`src/rtl/riscv_regfile_sb.sv`:
```
// Integer register file: N combinational read ports, one write port, optional write-through
// bypass and hardwired x0, plus a per-register saturating pending-write scoreboard for RAW checks.
module riscv_regfile_sb #(
   parameter int ADDR_WIDTH    = 5,
   parameter int DATA_WIDTH    = 32,
   parameter int NUM_RPORTS    = 2,
   parameter int WRITE_THROUGH = 1,
   parameter int ZERO_REG      = 1,
   parameter int PEND_WIDTH    = 2
) (
   input  logic                             clk_i,
   input  logic                             rst_ni,
   input  logic [NUM_RPORTS*ADDR_WIDTH-1:0] raddr_i,
   output logic [NUM_RPORTS*DATA_WIDTH-1:0] rdata_o,
   output logic [NUM_RPORTS-1:0]            rbusy_o,
   input  logic                             we_i,
   input  logic [ADDR_WIDTH-1:0]            waddr_i,
   input  logic [DATA_WIDTH-1:0]            wdata_i,
   input  logic                             issue_i,
   input  logic [ADDR_WIDTH-1:0]            issue_addr_i,
   input  logic                             flush_i,
   output logic [2**ADDR_WIDTH-1:0]         busy_vec_o,
   output logic                             overflow_o
);

   localparam int NREGS = 2 ** ADDR_WIDTH;
   localparam logic [PEND_WIDTH-1:0] CNT_ZERO = {PEND_WIDTH{1'b0}};
   localparam logic [PEND_WIDTH-1:0] CNT_ONE  = PEND_WIDTH'(1);
   localparam logic [PEND_WIDTH-1:0] CNT_MAX  = {PEND_WIDTH{1'b1}};
   localparam logic [ADDR_WIDTH-1:0] ADDR_ZERO = {ADDR_WIDTH{1'b0}};

   logic [DATA_WIDTH-1:0] regs_q [NREGS];
   logic [DATA_WIDTH-1:0] regs_d [NREGS];
   logic [PEND_WIDTH-1:0] cnt_q  [NREGS];
   logic [PEND_WIDTH-1:0] cnt_d  [NREGS];
   logic [NREGS-1:0]      busy_vec_q;
   logic [NREGS-1:0]      busy_vec_d;
   logic                  overflow_q;
   logic                  overflow_d;
   logic                  wr_en_s;

   // Writes to a hardwired x0 are dropped here so neither the array nor the bypass sees them.
   assign wr_en_s = we_i && !((ZERO_REG != 0) && (waddr_i == ADDR_ZERO));

   // Next register contents from the WB write port.
   always_comb begin
      regs_d = regs_q;
      if (wr_en_s) begin
         regs_d[waddr_i] = wdata_i;
      end else begin
         regs_d[waddr_i] = regs_q[waddr_i];
      end
   end

   // Scoreboard next state: flush wins, matched issue+write cancels, saturation flags overflow.
   always_comb begin
      logic inc_s;
      logic dec_s;
      inc_s      = 1'b0;
      dec_s      = 1'b0;
      overflow_d = overflow_q;
      busy_vec_d = {NREGS{1'b0}};
      for (int r = 0; r < NREGS; r++) begin
         inc_s    = issue_i && (issue_addr_i == ADDR_WIDTH'(r));
         dec_s    = we_i && (waddr_i == ADDR_WIDTH'(r)) && (cnt_q[r] != CNT_ZERO);
         cnt_d[r] = cnt_q[r];
         if (flush_i) begin
            cnt_d[r] = CNT_ZERO;
         end else if ((ZERO_REG != 0) && (r == 0)) begin
            cnt_d[r] = CNT_ZERO;
         end else if (inc_s && !dec_s) begin
            if (cnt_q[r] == CNT_MAX) begin
               overflow_d = 1'b1;
            end else begin
               cnt_d[r] = cnt_q[r] + CNT_ONE;
            end
         end else if (dec_s && !inc_s) begin
            cnt_d[r] = cnt_q[r] - CNT_ONE;
         end else begin
            cnt_d[r] = cnt_q[r];
         end
         busy_vec_d[r] = (cnt_d[r] != CNT_ZERO);
      end
   end

   // Read ports; a write retiring the last pending producer clears busy when its data is bypassed.
   always_comb begin
      logic [ADDR_WIDTH-1:0] ra_s;
      logic                  hit_s;
      ra_s    = ADDR_ZERO;
      hit_s   = 1'b0;
      rdata_o = {(NUM_RPORTS*DATA_WIDTH){1'b0}};
      rbusy_o = {NUM_RPORTS{1'b0}};
      for (int k = 0; k < NUM_RPORTS; k++) begin
         ra_s  = raddr_i[k*ADDR_WIDTH +: ADDR_WIDTH];
         hit_s = (WRITE_THROUGH != 0) && we_i && (waddr_i == ra_s);
         if ((ZERO_REG != 0) && (ra_s == ADDR_ZERO)) begin
            rdata_o[k*DATA_WIDTH +: DATA_WIDTH] = {DATA_WIDTH{1'b0}};
         end else if (hit_s) begin
            rdata_o[k*DATA_WIDTH +: DATA_WIDTH] = wdata_i;
         end else begin
            rdata_o[k*DATA_WIDTH +: DATA_WIDTH] = regs_q[ra_s];
         end
         if (hit_s && (cnt_q[ra_s] == CNT_ONE) && !(issue_i && (issue_addr_i == ra_s))) begin
            rbusy_o[k] = 1'b0;
         end else begin
            rbusy_o[k] = (cnt_q[ra_s] != CNT_ZERO);
         end
      end
   end

   // State registers.
   always_ff @(posedge clk_i or negedge rst_ni) begin
      if (!rst_ni) begin
         for (int i = 0; i < NREGS; i++) begin
            regs_q[i] <= {DATA_WIDTH{1'b0}};
            cnt_q[i]  <= CNT_ZERO;
         end
         busy_vec_q <= {NREGS{1'b0}};
         overflow_q <= 1'b0;
      end else begin
         for (int i = 0; i < NREGS; i++) begin
            regs_q[i] <= regs_d[i];
            cnt_q[i]  <= cnt_d[i];
         end
         busy_vec_q <= busy_vec_d;
         overflow_q <= overflow_d;
      end
   end

   assign busy_vec_o = busy_vec_q;
   assign overflow_o = overflow_q;

endmodule

```
`config.mk`:
```
export PLATFORM = sky130hd
export DESIGN_NAME = riscv_regfile_sb
export DESIGN_NICKNAME = d
export VERILOG_FILES = /design/src/rtl/riscv_regfile_sb.sv
export SDC_FILE = /design/constraint.sdc
export NUM_CORES = 2
export LEC_CHECK = 0
export CAP_MARGIN = 20
export CORE_ASPECT_RATIO = 0.5
export CORE_UTILIZATION = 65
export DETAILED_ROUTE_END_ITERATION = 8
export DONT_BUFFER_PORTS = 1
export GPL_TIMING_DRIVEN = 0
export PLACE_DENSITY_LB_ADDON = 0.3
export REMOVE_ABC_BUFFERS = 1
export SETUP_SLACK_MARGIN = 0.02
export SYNTH_ARGS = -nofsm -noshare
export SYNTH_HDL_FRONTEND = slang
export SYNTH_SLANG_ARGS = --single-unit
```
`constraint.sdc`:
```
create_clock -name clk_i -period 5.8 [get_ports clk_i]
set_clock_uncertainty 0.2 [all_clocks]
set_input_delay 0.58 -clock clk_i [delete_from_list [all_inputs] [get_ports clk_i]]
set_output_delay 0.58 -clock clk_i [all_outputs]
set_load 0.02 [all_outputs]
```
==> summary.txt <==
Status
  • Status: finished with violations
  • Failing checks: negative hold slack, max-slew violations

STA
  • Final WS setup: 1166 ps
  • Crit path time final: 4634 ps
  • Final Cycle Share: 0.7990
  • Worst-margin pin slew: between 1500 and 2000 ps
  • Fin. Hold Viols: 147
  • Slew Limit Fails: 146
  • Endpoints failing setup: 0
  • Relative slew slack: -0.1054
  • Unrepaired setup endpoints after global routing: false
  • Hold_ws: -216.5 ps
  • Max Fclk: 0.2158 GHz

Logic synthesis
  • Top_reg_cell synth: dfrtp_1
  • Mapped Avg Cell Area: 11.30 µm²
  • Synth top area share: 0.4130
  • Ys async rst share: 1.000
  • Cell taking the most area after synthesis: dfrtp_1
  • Seq cells post-synth: 1118
  • Top area cells in the synthesized netlist: dfrtp_1 (41%), mux4_2 (30%), o21ai_0 (7.8%), nand2_1 (6.9%), clkbuf_1 (2.6%)
  • Ys Warns: 0
  • Post-Syn Instances: 5993
  • Post-synth EDFFs: 0
  • Post-synthesis sequential area ratio: 0.4130
  • Synth cell types: 74
  • Cell Area, Synth: 67730 µm²

Global routing
  • Vias in the first global route: 54657
  • Total grt overflow: 0
  • First-pass GRT wire length: 336.2 mm
  • Initial antenna violation count: 2
  • Total Routing Usage GR: 0.4332
  • Largest net degree at the start of global routing: 1119

Placed design
  • Placed insts: 6841
  • Routability Congestion: approximately 0.9
  • Number of port buffers: 0
  • DP HPWL: 120.5 mm
  • Post-placement worst setup slack: about 1300 ps

CTS
  • CTS Buffer Depth: 3
  • CTS H-tree depth: 3
  • CTS Sinks: approximately 1100
  • Clock root buffer: clkbuf_16
  • Post-CTS Setup Bufs: 0
  • Clk Latency, worst-skew pair: between 700 and 800 ps
  • Cts repair resizes: 0
  • TritonCTS clock tree: built
  • Clock edge transition at the registers on the reported setup and hold paths: roughly 70 ps
  • CTS Buf Count: 100

Cells and area
  • Final core occ: 0.7073
  • Share of cells above drive strength 1: 0.2233
  • Synthesis-to-layout area growth: 7.470%
  • Most frequent cells in the layout: nand2_1 (1215), dfrtp_1 (1118), o21ai_0 (1052), mux4_2 (896), nor2_1 (142)
  • NumNets Final: ~5700
  • Final Non-Filler Cells: 7051
  • Commonest non-fill, non-tap cell in the layout: nand2_1

Setup path
  • Buffers & Inverters on Critical Path: 1
  • Slowest CP cell: nor2b_4
  • Crit path capture type: output port
  • Crit Path Class: input pin to output port
  • Critical-path maximum fanout: 278
  • Crit-path max cell delay: between 900 and 1000 ps
  • R2R setup slack: 2830 ps
  • CP required: 5020 ps
  • Worst endpoint data arrival time: 3850 ps
  • Critical-path cell list: xor2_1 -> nor4_1 -> nand3_1 -> nor2b_4 -> buf_12 -> o211ai_1 -> nand2_1
  • Crit path launch type: input pin
  • Delay-heaviest family, CP: simple AND/OR/NAND/NOR gates

Route
  • Pre-antenna DRT Iters: 6
  • Vias/cell: slightly below 8
  • Wire per inst: 32.12 µm
  • DR vias: roughly 55000
  • Final ANT Viol Nets: 0
  • Total Wirelength: 226.5 mm
  • Initial DRC count: slightly below 9000
  • DRC Markers: 0

Floorplanning
  • Die width: 458.5 µm
  • Core Area: 102900 µm²
  • Die height: 230.3 µm
  • DIE AREA: 105600 µm²
  • Starting Density: 0.6582
  • Io pins: 156
  • Rows: 83

Hold path
  • HP Class: input pin to asynchronous set/reset pin

Run
  • Number of max-cap violations: 0

Power
  • Leakage: ~31 nW
  • Power per standard cell area: approximately 340 nW/µm²
  • Max IR drop VDD: 306.4 µV
-- where the power goes --
group / internal (mW) / total (mW) / switching, mW
Clock: 3.91 / 7.12 / 3.21
Combinational: 3.40 / 6.12 / 2.72
Sequential: 9.46 / 11.2 / 1.71
Total: 16.8 / 24.4 / 7.64
-- per-stage QoR --
step	hold WS, ps	power [mW]	TNS, ps	instance area, µm²
global route	27.53	25.27	0	72790
finish	-216.5	24.41	0	72790
detailed placement	125.2	16.89	0	68960
floorplan	84.41	15.20	0	65250
global placement	133.5	16.18	-1375030	67000
CTS	-664.6	23.96	0	72500
-- synthesized netlist by cell type (5+ instances only) --
master / count
nand2_1: 1248
dfrtp_1: 1118
o21ai_0: 1057
mux4_2: 896
clkbuf_1: 462
nor2_1: 148
o22ai_1: 105
a21oi_1: 97
ha_1: 93
buf_1: 83
inv_1: 77
buf_2: 68
mux2i_1: 65
a22oi_1: 59
o211ai_1: 52
nand3_1: 45
nor3_1: 34
or2_2: 28
a31oi_1: 25
xor2_1: 20
nor2b_1: 18
a22o_1: 15
a211oi_1: 12
or3_1: 12
o31ai_1: 11
xnor2_1: 11
nand3b_1: 9
nand2b_1: 8
and2_1: 7
nor4_1: 7
o22a_1: 7
or4_1: 7
a32oi_1: 6
and3_1: 5
buf_6: 5
or2_1: 5
-- layout make-up --
| type | count | area (µm²) |
|---|---|---|
| tap | 1402 | 1754 |
| clock inverter | 36 | 465.4 |
| antenna | 2 | 5.005 |
| timing repair buffer | 97 | 1858 |
| inverter | 78 | 295.3 |
| sequential | 1118 | 27980 |
| fill | 6525 | 30120 |
| clock buffer | 146 | 2958 |
| multi-input combinational | 4172 | 37480 |
-- cell families after synthesis --
kind of cell / share of synthesized area
multiplexers: 0.3080
AND/OR/NAND/NOR: 0.09676
flip-flops: 0.4130
XOR/XNOR: 0.004008
buffers and inverters: 0.04105
AO/OA/AOI/OAI: 0.1199
other: 0.00005536
adder cells (fa/ha/maj): 0.01718
-- sequential cells by signal, indices dropped and copies added, names as in the netlist --
| register | flops |
|---|---|
| busy_vec_o | 31 |
| overflow_o | 1 |
| regs_q | 1024 |
| cnt_q | 62 |
-- per-layer routing --
layer	vias up	GRT usage	share of wire
li1	21478	-	-
met4	3	0.2723	0.075
met2	4945	0.6216	0.43
met3	1294	0.1850	0.17
met5	-	0.008597	0.00057
met1	27047	0.5455	0.32
-- repair_timing --
item | CTS | global route
hold buffers | 10 | 4
setup endpoints to repair | 0 | 0
hold endpoints to repair | 1246 | 77
-- final timing paths --
check / from / to / cells past startpoint
min in group clk_i: wdata_i[20] / regs_q[276]$_DFFE_PN0P_ / 2
max in group asynchronous: rst_ni / regs_q[837]$_DFFE_PN0P_ / 3
hold / removal: rst_ni / regs_q[432]$_DFFE_PN0P_ / 1
hold reg to reg: regs_q[1022]$_DFFE_PN0P_ / regs_q[1022]$_DFFE_PN0P_ / 0
setup reg to reg: regs_q[543]$_DFFE_PN0P_ / regs_q[895]$_DFFE_PN0P_ / 6
setup / recovery: raddr_i[6] / rdata_o[32] / 7
Note: power is estimated with default switching activity, not from simulation.
